**config.mk**
```make
export PLATFORM = sky130hd
export DESIGN_NAME = piso_serializer6_flat
export DESIGN_NICKNAME = d
export VERILOG_FILES = /design/src/rtl/piso_serializer6_if.sv /design/src/rtl/piso_serializer6.sv /design/src/flat_wrapper.sv
export SDC_FILE = /design/constraint.sdc
export NUM_CORES = 1
export LEC_CHECK = 0
export BUFFER_PORTS_ARGS = -buffer_cell sky130_fd_sc_hd__buf_4
export CORE_MARGIN = 4
export CORE_UTILIZATION = 48
export CTS_BUF_LIST = sky130_fd_sc_hd__clkbuf_4
export DETAILED_ROUTE_END_ITERATION = 6
export PLACE_DENSITY = 0.7
export SLEW_MARGIN = 20
export SYNTH_ARGS = -nofsm -noshare
export SYNTH_HDL_FRONTEND = slang
export SYNTH_SLANG_ARGS = --single-unit
```
**constraint.sdc**
```tcl
create_clock -name clk -period 2 [get_ports clk]
set_clock_uncertainty 0.15 [all_clocks]
set_input_delay 0.5 -clock clk [delete_from_list [all_inputs] [get_ports clk]]
set_output_delay 0.5 -clock clk [all_outputs]
set_load 0.02 [all_outputs]
```
**src/rtl/piso_serializer6_if.sv**
```systemverilog
// Handshake and serial-output bundle for piso_serializer6.
// The upstream side (master) offers words; the serializer (slave) emits bits.
//
// Handshake: a word moves on a rising clk edge where din_valid && din_ready
// are both high. din_ready depends only on the serializer's registered state,
// never on din_valid. The upstream holds din stable while din_valid is high
// and the word has not yet been taken.
interface piso_serializer6_if #(
   parameter int WIDTH = 6
);
   logic [WIDTH-1:0] din;
   logic             din_valid;
   logic             din_ready;
   logic             w;
   logic             w_valid;
   logic             frame_start;
   logic             busy;

   modport master (
      output din, din_valid,
      input  din_ready, w, w_valid, frame_start, busy
   );

   modport slave (
      input  din, din_valid,
      output din_ready, w, w_valid, frame_start, busy
   );
endinterface

```
**src/rtl/piso_serializer6.sv**
```systemverilog
// Parallel-in/serial-out serializer with a one-word holding buffer.
// A word is loaded into the shifter and sent one bit per clk on w. A second
// word offered mid-word waits in the holding buffer. At the last bit, the
// shifter reloads from the buffer, or directly from din, so that consecutive
// words leave with no idle cycle between them.
module piso_serializer6 #(
   parameter int WIDTH     = 6,
   parameter bit MSB_FIRST = 1'b1
) (
   input  logic               clk,
   input  logic               reset,
   piso_serializer6_if.slave  bus,
   output logic               dbg_state
);
   localparam int CW = $clog2(WIDTH);

   typedef enum logic {
      IDLE  = 1'b0,
      SHIFT = 1'b1
   } state_t;

   state_t           state, state_n;
   logic [WIDTH-1:0] shifter, shifter_n;
   logic [WIDTH-1:0] hold, hold_n;
   logic             hold_full, hold_full_n;
   logic [CW-1:0]    cnt, cnt_n;

   logic             accept;
   logic             last;
   logic [WIDTH-1:0] shifted;

   // The buffer is the only thing that can refuse a word.
   assign bus.din_ready = !hold_full;
   assign accept        = bus.din_valid && !hold_full;
   assign last          = (cnt == CW'(WIDTH - 1));

   // The bit on w sits at the outgoing end of the shifter. Each step drops
   // that bit and moves the next one into its place.
   assign shifted = MSB_FIRST ? {shifter[WIDTH-2:0], 1'b0}
                              : {1'b0, shifter[WIDTH-1:1]};

   // Outputs are decoded straight from flops. w is forced to 0 when idle.
   assign bus.w           = (state == SHIFT) &&
                            (MSB_FIRST ? shifter[WIDTH-1] : shifter[0]);
   assign bus.w_valid     = (state == SHIFT);
   assign bus.frame_start = (state == SHIFT) && (cnt == '0);
   assign bus.busy        = (state == SHIFT) || hold_full;
   assign dbg_state       = (state == SHIFT);

   // Next-state logic. The word boundary has priority: held word, then din, then idle.
   always_comb begin
      state_n     = state;
      shifter_n   = shifter;
      hold_n      = hold;
      hold_full_n = hold_full;
      cnt_n       = cnt;
      case (state)
         IDLE: begin
            if (accept) begin
               shifter_n = bus.din;
               cnt_n     = '0;
               state_n   = SHIFT;
            end
         end
         SHIFT: begin
            if (last) begin
               cnt_n = '0;
               if (hold_full) begin
                  shifter_n   = hold;
                  hold_full_n = 1'b0;
               end else if (bus.din_valid) begin
                  shifter_n = bus.din;
               end else begin
                  shifter_n = '0;
                  state_n   = IDLE;
               end
            end else begin
               shifter_n = shifted;
               cnt_n     = cnt + CW'(1);
               if (accept) begin
                  hold_n      = bus.din;
                  hold_full_n = 1'b1;
               end
            end
         end
         default: begin
            state_n = IDLE;
         end
      endcase
   end

   // State and datapath registers. Reset drops any partial or held word.
   always_ff @(posedge clk or posedge reset) begin
      if (reset) begin
         state     <= IDLE;
         shifter   <= '0;
         hold      <= '0;
         hold_full <= 1'b0;
         cnt       <= '0;
      end else begin
         state     <= state_n;
         shifter   <= shifter_n;
         hold      <= hold_n;
         hold_full <= hold_full_n;
         cnt       <= cnt_n;
      end
   end
endmodule
```
**src/flat_wrapper.sv**
```systemverilog
// flat-port wrapper written by rule: the top's interface ports become plain ports
module piso_serializer6_flat 
#(
   parameter int WIDTH     = 6,
   parameter bit MSB_FIRST = 1'b1
)
  (clk, reset, dbg_state, bus_din, bus_din_valid, bus_din_ready, bus_w, bus_w_valid, bus_frame_start, bus_busy);
  piso_serializer6_if #(.WIDTH(WIDTH)) bus_i ();
  input  logic clk;
  input  logic reset;
  output logic dbg_state;
  input wire logic [$bits(bus_i.din)-1:0] bus_din;
  input wire logic [$bits(bus_i.din_valid)-1:0] bus_din_valid;
  output wire logic [$bits(bus_i.din_ready)-1:0] bus_din_ready;
  output wire logic [$bits(bus_i.w)-1:0] bus_w;
  output wire logic [$bits(bus_i.w_valid)-1:0] bus_w_valid;
  output wire logic [$bits(bus_i.frame_start)-1:0] bus_frame_start;
  output wire logic [$bits(bus_i.busy)-1:0] bus_busy;
  assign bus_i.din = bus_din;
  assign bus_i.din_valid = bus_din_valid;
  assign bus_din_ready = bus_i.din_ready;
  assign bus_w = bus_i.w;
  assign bus_w_valid = bus_i.w_valid;
  assign bus_frame_start = bus_i.frame_start;
  assign bus_busy = bus_i.busy;
  piso_serializer6 #(.WIDTH(WIDTH), .MSB_FIRST(MSB_FIRST)) u_core (.clk(clk), .reset(reset), .bus(bus_i), .dbg_state(dbg_state));
endmodule
```
==> results.md, run 1 <==
* Status: completed
* XOR/XNOR share of the synthesized area at 0%
* Pin count of the biggest net entering global routing at 18
* Diode count at 0
* Post-CTS resize count at 0
* Core area at 1730 um^2
* Worst-Skew Late Latency at 0.29 ns
* Final nets at 104
* Site row count at 15
* Worst-Margin Slew at 0.651 ns
* Number of antenna violations at the first check in global routing at 0
* IO Port Bufs at 14
* Residual DRC count at 0
* Critical Path Start Type: flip-flop
* DIE AREA at 2560 um^2
* Power Density at 1550 nW/um^2
* Fin. Hold Viols at 0
* Register clock-pin slew on the reported worst setup and hold paths at 0.10 ns
* Post-Syn Nets at 90
* Die X at 50.6 um
* Peak per-stage delay on the critical path at 0.46 ns
* Maximum vdd drop at 721 uV
* CP arrival at 1.19 ns
* Max Cap Viol at 0
* RSZ-0062 raised after global routing: false
* Top cell type's share of synthesized area at 48.9%
* First-pass GRT wire length at 3190 um
* Pre-CTS setup slack at 0.280 ns
* Post-Synth Adder-Cell Area at 0%
* Final Power at 1.57 mW
* Wire per inst at 15.0 um
* Number of global-route vias before repair at 684
* Post-CTS Setup Repair Bufs at 0
* Via Count at 680
* Hold WC Path Type: primary input to async pin
* Critical path class: flip-flop to primary output
* Mapped Avg Cell Area at 10.8 um^2
* Minimum clock period at 1.84 ns
* Setup violators final at 0
* Die height at 50.6 um
* Mux share of post-synthesis cell area at 11.2%
* Leading area contributor after synthesis: dfrtp_1
* IO Pins at 15
* Routability Congestion at 0.783
* Synthesized area at 871 um^2
* Worst flop-to-flop path endpoint: u_core.hold[3]$_DFFE_PP0P_
* Sink Count at 17
* Overflow after GRT at 0
* Max_slew headroom at 56.5%
* Register area share after synthesis at 48.9%
* Leakage at 0.438 nW
* Synth Area in Compound Gates at 14.8%
* Area grow syn2layout at 16.8%
* CP max stage cell: dfrtp_1
* Detailed placer's ending HPWL at 1290 um
* Total GRT Usage at 16.4%
* CTS Buf Count at 3
* Initial DRC Count at 6
* Pins Over Slew Limit at 0
* CP endpoint kind: primary output
* CP endpoint: bus_frame_start
* F_max at 0.544 GHz
* Worst path buffer plus inverter count at 1
* Depth of the CTS H-tree at 1
* Vias per cell at 5.71
* ANT nets after route at 0
* Area of the multi-input gates at 385 um^2
* Register-to-register setup slack at 0.27 ns
* Area occupied by registers at 428 um^2
* Fill cells at 158
* Number of distinct library cells after synthesis at 29
* Total Wirelength at 1790 um
* R2R depth at 3
* Reg2reg start: u_core.cnt[0]$_DFFE_PP0P_
* Stages on worst setup path at 2
* Post-synthesis simple-gate area fraction at 17.5%
* YS warnings at 0
* Fin crit share at 91.9%
* Share of cells above drive strength 1 at 33.0%
* Largest family of logic cells by synthesized area: simple AND/OR/NAND/NOR gates
* TNS Setup at 0 ns
* Initial core utilization at 50.4%
* Post-CTS Hold Buffers at 0
* Cell count after synthesis at 81
* CP required at 1.35 ns
* CTS tree: yes
* First drt pass iteration count at 4
* Crit path max fanout at 8
* CP Cell Sequence: nor4_2 > buf_4
* Cell family with most CP delay: flip-flops
* Final setup margin at 0.163 ns
* Synth area leaders: dfrtp_1 (49%), mux2_2 (7.8%), nand4_1 (3.6%), mux2i_1 (3.4%), a221oi_1 (3.0%)
* Worst Setup SP: u_core.cnt[0]$_DFFE_PP0P_
* Root Buffer: clkbuf_4
* Max clock buf depth at 2
* FF+latch count, synth at 17
worst register-to-register path, cell delays in order, from the launching register on:
cell and delay, ns:
dfrtp_1 0.46, and3b_1 0.31, nor3_4 0.34, mux2_2 0.37
per-stage QoR:
stage / area (um^2) / util, % / hold slack (ns) / std cells
floorplan: 877 / - / 0.276 / 81
global placement: 985 / 57.0 / 0.343 / 115
detailed placement: 985 / 57.0 / 0.346 / 115
CTS: 1010 / 58.8 / 0.165 / 119
global route: 1020 / 58.9 / 0.173 / 119
finish: 1020 / 58.9 / 0.137 / 119
registers in the layout, summed over array words and instances, names as in the netlist:
register            cells
u_core.cnt              3
u_core.shifter          6
u_core.bus.w_valid      1
u_core.hold_full        1
u_core.hold             6
synthesized netlist by cell type:
| master | count |
|---|---|
| nand2_1 | 3 |
| buf_4 | 1 |
| o21ai_0 | 4 |
| a31oi_1 | 1 |
| nand3_1 | 5 |
| nand4_1 | 5 |
| nor4_1 | 1 |
| and2b_1 | 1 |
| and3b_1 | 2 |
| and2_1 | 1 |
| mux2_2 | 6 |
| dfrtp_1 | 17 |
| a211oi_1 | 1 |
| nand2b_1 | 1 |
| a221oi_1 | 3 |
| nor3_4 | 1 |
| clkbuf_1 | 3 |
| inv_1 | 4 |
| o211ai_1 | 3 |
| o22ai_1 | 2 |
| a32o_1 | 2 |
| nor2b_1 | 1 |
| buf_6 | 2 |
| o311ai_0 | 1 |
| a21oi_1 | 1 |
| nor2_1 | 3 |
| mux2i_1 | 3 |
| buf_2 | 2 |
| nand3b_1 | 1 |
layout by cell type, fill, tap and decap left out, drive strengths merged:
| cell | instances |
|---|---|
| and2 | 1 |
| nor4 | 1 |
| a21oi | 1 |
| and3b | 2 |
| a32o | 2 |
| and2b | 1 |
| mux2 | 6 |
| nand4 | 5 |
| nand2 | 3 |
| nand3 | 5 |
| dfrtp | 17 |
| nor3 | 1 |
| mux2i | 3 |
| nand2b | 1 |
| a31oi | 1 |
| o22ai | 2 |
| nor2b | 1 |
| o21ai | 4 |
| a211oi | 1 |
| nor2 | 3 |
| o211ai | 3 |
| clkbuf | 4 |
| inv | 4 |
| nand3b | 1 |
| a221oi | 3 |
| o311ai | 1 |
| buf | 17 |
worst min path at each step:
stage | from | endpoint | slack (ns) | depth (start not counted)
2_1_floorplan | reset | u_core.bus.w_valid$_DFF_PP0_ | 0.28 | 1
3_3_place_gp | u_core.hold[5]$_DFFE_PP0P_ | u_core.hold[5]$_DFFE_PP0P_ | 0.34 | 1
3_5_place_dp | u_core.shifter[4]$_DFFE_PP0P_ | u_core.shifter[4]$_DFFE_PP0P_ | 0.35 | 2
4_1_cts | reset | u_core.hold[4]$_DFFE_PP0P_ | 0.16 | 2
5_1_grt | reset | u_core.hold[4]$_DFFE_PP0P_ | 0.17 | 2
6_report | reset | u_core.hold[4]$_DFFE_PP0P_ | 0.14 | 2
cell families (layout without fill, tap and decap cells):
logic type / Yosys count / count (layout)
AO/OA/AOI/OAI: 18 / 18
buffers and inverters: 12 / 25
flip-flops: 17 / 17
multiplexers: 9 / 9
AND/OR/NAND/NOR: 25 / 25
layer usage:
layer	GRT usage (%)	up-vias	wire, um
met2	24.6	18	784
met3	4.75	6	107
met4	6.73	0	39
met5	0	-	0
met1	22.1	328	858
li1	-	328	-
power breakdown:
group          internal (mW)  switching [mW]
sequential             0.505           0.160
combinational          0.343           0.361
clock                 0.0911           0.112
total                  0.939           0.633
final cells by class:
cell class,count,share of cell area [%]
inverter,4,1.48
timing repair buffer,17,12.5
sequential,17,42.1
multi-input combinational,52,37.9
clock buffer,4,2.95
tap,25,3.08
No activity file was read; power rests on OpenSTA's default activity.
==> run 2, diff against run 1 <==
- PLACE_DENSITY: 0.7 -> 0.81
==> run 2 against run 1 <==
  * Non-clock buffer count unchanged
  * Sequential share of layout area decreased by 0.14 points
  * Total power about the same
  * Global-route usage decreased by 0.33 points
  * Clock-buffer cell count unchanged
  * Utilization decreased by 0.14 points
  * Sequential cell count unchanged
  * Sequential power decreased by 3%
  * Hold slack got worse by 0.0035 ns
  * Critical endpoint is now bus_busy
  * Largest power group unchanged
  * Highest routed layer unchanged
==> results.md, run 2 (synthesis results as in run 1) <==
* F_max at 0.520 GHz (was 0.544 GHz)
* Core area at 1730 um^2 (unchanged)
* CP arrival at 1.27 ns (was 1.19 ns)
* Reg2reg start: u_core.cnt[0]$_DFFE_PP0P_ (unchanged)
* DIE AREA at 2560 um^2 (unchanged)
* Post-Layout Cell Count at 119 (unchanged)
* Total Wirelength at 1850 um (was 1790 um)
* Fin crit share at 96.2% (was 91.9%)
* Share of cells above drive strength 1 at 30.9% (was 33.0%)
* ANT nets after route at 0 (unchanged)
* Die height at 50.6 um (unchanged)
* Number of antenna violations at the first check in global routing at 0 (unchanged)
* Setup violators final at 0 (unchanged)
* Post-route cell area at 1010 um^2 (was 1020 um^2)
* Crit path max fanout at 13 (was 8)
* Most frequent cells in the layout: buf_4 (17), dfrtp_1 (17), mux2_2 (6) (was buf_4 (17), dfrtp_1 (15), mux2_2 (6))
* Biggest regs: u_core.hold x6, u_core.shifter x6, u_core.cnt x3 (unchanged)
* Hold WS at 0.133 ns (was 0.137 ns)
* Post-CTS Hold Buffers at 0 (unchanged)
* Leakage at 0.438 nW (about the same)
* Sink Count at 17 (unchanged)
* TNS Setup at 0 ns (unchanged)
* Critical path class: flip-flop to primary output (unchanged)
* Die X at 50.6 um (unchanged)
* CP required at 1.35 ns (about the same)
* Pins Over Slew Limit at 0 (unchanged)
* Final nets at 104 (unchanged)
* Maximum vdd drop at 834 uV (was 721 uV)
* Max clock buf depth at 2 (unchanged)
* Pin count of the biggest net entering global routing at 18 (unchanged)
* Number of global-route vias before repair at 673 (was 684)
* Initial DRC Count at 33 (was 6)
* Register clock-pin slew on the reported worst setup and hold paths at 0.10 ns (about the same)
* Depth of the CTS H-tree at 1 (unchanged)
* Max Cap Viol at 0 (unchanged)
* Worst-Margin Slew at 0.628 ns (was 0.651 ns)
* First-pass GRT wire length at 3060 um (was 3190 um)
* Detailed placer's ending HPWL at 1380 um (was 1290 um)
* R2R depth at 3 (unchanged)
* Worst-Skew Late Latency at 0.29 ns (about the same)
* Residual DRC count at 0 (unchanged)
* Total GRT Usage at 16.1% (was 16.4%)
* Area occupied by registers at 425 um^2 (was 428 um^2)
* Overflow after GRT at 0 (unchanged)
* Fin. Hold Viols at 0 (unchanged)
* Status: completed (unchanged)
* Fill cells at 148 (was 158)
* Critical Path Start Type: flip-flop (unchanged)
* Via Count at 713 (was 680)
* CTS Buf Count at 3 (unchanged)
* RSZ-0062 raised after global routing: true (was false)
* Register-to-register setup slack at 0.25 ns (was 0.27 ns)
* Area grow syn2layout at 16.5% (was 16.8%)
* CTS tree: yes (unchanged)
* Routability Congestion at 0.796 (was 0.783)
* Root Buffer: clkbuf_4 (unchanged)
* Minimum clock period at 1.92 ns (was 1.84 ns)
* IO Port Bufs at 14 (unchanged)
* IO Pins at 15 (unchanged)
* Post-CTS resize count at 0 (unchanged)
* Post-CTS Setup Repair Bufs at 0 (unchanged)
* Initial core utilization at 50.4% (unchanged)
* Power Density at 1550 nW/um^2 (about the same)
* CP endpoint kind: primary output (unchanged)
* Site row count at 15 (unchanged)
* Max_slew headroom at 58.1% (was 56.5%)
* Area of the multi-input gates at 385 um^2 (unchanged)
* Diode count at 0 (unchanged)
* Vias per cell at 5.99 (was 5.71)
* Cell count after placement at 115 (unchanged)
* Worst flop-to-flop path endpoint: u_core.hold[0]$_DFFE_PP0P_ (was u_core.hold[3]$_DFFE_PP0P_)
* First drt pass iteration count at 4 (unchanged)
* Hold WC Path Type: primary input to async pin (unchanged)
* Post-DP Area at 985 um^2 (unchanged)
* Wire per inst at 15.5 um (was 15.0 um)
## run 2: cell count changes in the layout (fill, tap and decap cells not counted)
cell and change:
dfrtp_1 +2, dfrtp_2 -2
## run 2: worst max-delay path, cell delays in order (launching register included)
cell and delay [ns]:
dfrtp_1 0.39, inv_1 0.31, nand2_1 0.11, buf_4 0.17
## run 2: worst max path at each step
stage | from | endpoint | slack (ns) | cells after the start
after floorplan | u_core.bus.w_valid$_DFF_PP0_ | bus_frame_start | 0.02 | 4
after global placement | u_core.cnt[0]$_DFFE_PP0P_ | u_core.hold[1]$_DFFE_PP0P_ | 0.32 | 3
after detailed placement | u_core.cnt[0]$_DFFE_PP0P_ | u_core.hold[2]$_DFFE_PP0P_ | 0.27 | 3
after CTS | u_core.bus.w_valid$_DFF_PP0_ | bus_busy | 0.07 | 3
after global routing | u_core.bus.w_valid$_DFF_PP0_ | bus_busy | -0.04 | 3
final | u_core.bus.w_valid$_DFF_PP0_ | bus_busy | 0.08 | 3
## run 2: cell type report
type | instances | area share, %
inverters | 4 | 1.48
flip-flops and latches | 17 | 41.9
well taps | 25 | 3.08
multi-input cells | 52 | 38.0
clock buffers | 4 | 2.96
repair buffers | 17 | 12.6
## run 2: per-stage QoR
step / total power, mW / setup WS, ns / util, %
CTS: 1.58 / 0.0695 / 58.8
detailed placement: 1.38 / 0.269 / 57.0
finish: 1.57 / 0.0752 / 58.8
global route: 1.68 / -0.0399 / 58.8
floorplan: 1.19 / 0.0230 / -
global placement: 1.34 / 0.318 / 57.0
## run 2: layer usage
metal	share of wire (%)	track usage (%)
met5	0	0
met4	0.70	2.69
met3	7.7	5.34
met2	50	26.3
met1	42	20.9
## run 2: power breakdown
| part | switching, mW | internal, mW | total (mW) |
|---|---|---|---|
| Combinational | 0.384 | 0.344 | 0.728 |
| Sequential | 0.146 | 0.501 | 0.647 |
| Clock | 0.106 | 0.0911 | 0.197 |
| Total | 0.636 | 0.936 | 1.57 |
==> run 3, diff against run 2 <==
- CELL_PAD_IN_SITES_DETAIL_PLACEMENT: not set -> 1
- CELL_PAD_IN_SITES_GLOBAL_PLACEMENT: not set -> 2
- CORE_UTILIZATION: 48 -> 36
- PLACE_DENSITY: 0.81 -> 0.9
==> run 3 against run 2 <==
  * Clock-buffer cell count unchanged
  * Critical path type unchanged
  * Sequential share of layout area shrank 0.32 points
  * Clock power increased by 3%
  * Global-route usage down 1.6 points
  * Via count grew 1.8%
  * Sequential cell count did not move
  * Design area grew 1.4%
  * First-iteration DRC count down 21%
  * Total power increased by 2.7%
==> results.md, run 3 (synthesis results as in run 1) <==
* Peak per-stage delay on the critical path at 0.46 ns (was 0.39 ns)
* Initial DRC Count at 26 (was 33)
* F_max at 0.527 GHz (was 0.520 GHz)
* Worst-Margin Slew at 0.686 ns (was 0.628 ns)
* First drt pass iteration count at 4 (unchanged)
* Power Density at 1570 nW/um^2 (was 1550 nW/um^2)
* Site row count at 17 (was 15)
* Share of cells above drive strength 1 at 33.7% (was 30.9%)
* Worst path buffer plus inverter count at 2 (unchanged)
* Critical Path Start Type: flip-flop (unchanged)
* Total GRT Usage at 14.5% (was 16.1%)
* Diode count at 0 (unchanged)
* Detailed placer's ending HPWL at 1580 um (was 1380 um)
* Status: completed (unchanged)
* Fin. Hold Viols at 0 (unchanged)
* Max Cap Viol at 0 (unchanged)
* IO Pins at 15 (unchanged)
* Area of the multi-input gates at 385 um^2 (unchanged)
* CP required at 1.35 ns (about the same)
* Most common cell after layout, fill and taps aside: buf_4
* Pins Over Slew Limit at 0 (unchanged)
* Fin crit share at 94.9% (was 96.2%)
* Minimum clock period at 1.90 ns (was 1.92 ns)
* Max clock buf depth at 2 (unchanged)
* Most frequent cells in the layout: buf_4 (18), dfrtp_1 (15), mux2_2 (6) (was buf_4 (17), dfrtp_1 (17), mux2_2 (6))
* Biggest regs: u_core.hold x6, u_core.shifter x6, u_core.cnt x3 (unchanged)
* CP max stage cell: dfrtp_2 (was dfrtp_1)
* Area occupied by registers at 428 um^2 (was 425 um^2)
* Register clock-pin slew on the reported worst setup and hold paths at 0.11 ns (was 0.10 ns)
* Area grow syn2layout at 18.1% (was 16.5%)
* Setup violators final at 0 (unchanged)
* Initial core utilization at 38.6% (was 50.4%)
* Vias per cell at 5.90 (was 5.99)
* Cell family with most CP delay: flip-flops (was buffers and inverters)
* Final nets at 105 (was 104)
* Max_slew headroom at 54.2% (was 58.1%)
* CP arrival at 1.25 ns (was 1.27 ns)
* Crit path max fanout at 10 (was 13)
* Residual DRC count at 0 (unchanged)
* Most frequent CP cell: buf_4
* DIE AREA at 3270 um^2 (was 2560 um^2)
* Post-CTS Setup Repair Bufs at 0 (unchanged)
* Sink Count at 17 (unchanged)
* Leakage at 0.443 nW (was 0.438 nW)
* Hold WC Path Type: primary input to async pin (unchanged)
* Critical path class: flip-flop to primary output (unchanged)
* ANT nets after route at 0 (unchanged)
* Maximum vdd drop at 716 uV (was 834 uV)
* TNS Setup at 0 ns (unchanged)
* R2R depth at 3 (unchanged)
* Total Wirelength at 2220 um (was 1850 um)
* Post-route cell area at 1030 um^2 (was 1010 um^2)
* Overflow after GRT at 0 (unchanged)
* IO Port Bufs at 14 (unchanged)
* Stages on worst setup path at 3 (unchanged)
* RSZ-0062 raised after global routing: false (was true)
* CTS Buf Count at 3 (unchanged)
* Die X at 57.2 um (was 50.6 um)
* Core area at 2250 um^2 (was 1730 um^2)
* Depth of the CTS H-tree at 1 (unchanged)
* Post-DP Area at 996 um^2 (was 985 um^2)
* CP Cell Sequence: buf_4 > and2_1 > buf_4 (was inv_1 > nand2_1 > buf_4)
* First-pass GRT wire length at 3720 um (was 3060 um)
* Wire per inst at 18.1 um (was 15.5 um)
* Via Count at 726 (was 713)
* Pin count of the biggest net entering global routing at 18 (unchanged)
* Number of global-route vias before repair at 745 (was 673)
* CP endpoint kind: primary output (unchanged)
* Die height at 57.2 um (was 50.6 um)
* Root Buffer: clkbuf_4 (unchanged)
* Post-CTS Hold Buffers at 0 (unchanged)
* CTS tree: yes (unchanged)
* Fill cells at 267 (was 148)
* Number of antenna violations at the first check in global routing at 0 (unchanged)
* Post-Route Utilization at 45.6% (was 58.8%)
* Routability Congestion at 0.757 (was 0.796)
* Worst-Skew Late Latency at 0.28 ns (was 0.29 ns)
==> run 3: cell type report <==
type / instances / area share, %
Clock buffer: 4 / 2.92
Inverter: 4 / 1.46
Multi-Input combinational cell: 52 / 37.5
Sequential cell: 17 / 41.6
Tap cell: 28 / 3.41
Timing Repair Buffer: 18 / 13.1
==> run 3: routing by layer <==
metal  global-route usage (%)  share of wire (%)
met1                     21.7                 48
met2                     21.0                 45
met3                     2.94                5.6
met4                     3.97                1.3
met5                        0                  0
==> run 3: path summary, 6_finish.rpt <==
check	endpoint	start	slack, ns
max	bus_w	u_core.bus.w_valid$_DFF_PP0_	0.10
min	u_core.shifter[5]$_DFFE_PP0P_	reset	0.16
max reg2reg	u_core.hold[3]$_DFFE_PP0P_	u_core.cnt[0]$_DFFE_PP0P_	0.20
min reg2reg	u_core.hold[5]$_DFFE_PP0P_	u_core.hold[5]$_DFFE_PP0P_	0.37
max in group asynchronous	u_core.hold_full$_DFFE_PP0P_	reset	1.06
min in group clk	u_core.hold[4]$_DFFE_PP0P_	bus_din[4]	0.31
==> run 3: timing repair <==
item                                   in CTS  in global routing
setup endpoints to repair                   0                  2
endpoints found under the hold margin       0                  0
gates resized for setup                     0                  2
==> run 3: power breakdown <==
part | internal, mW | switching (mW) | leakage (nW)
Combinational | 0.355 | 0.391 | 0.220
Clock | 0.0908 | 0.112 | 0.0184
Sequential | 0.505 | 0.162 | 0.204
Total | 0.951 | 0.664 | 0.443
==> run 3: stage by stage <==
step	setup slack, ns	total power, mW	hold slack (ns)	std cells
5_1_grt	0.0482	1.73	0.208	123
3_3_place_gp	0.315	1.38	0.338	119
6_report	0.102	1.62	0.162	123
4_1_cts	0.0438	1.62	0.177	123
3_5_place_dp	0.227	1.41	0.351	119
2_1_floorplan	0.0230	1.19	0.276	81
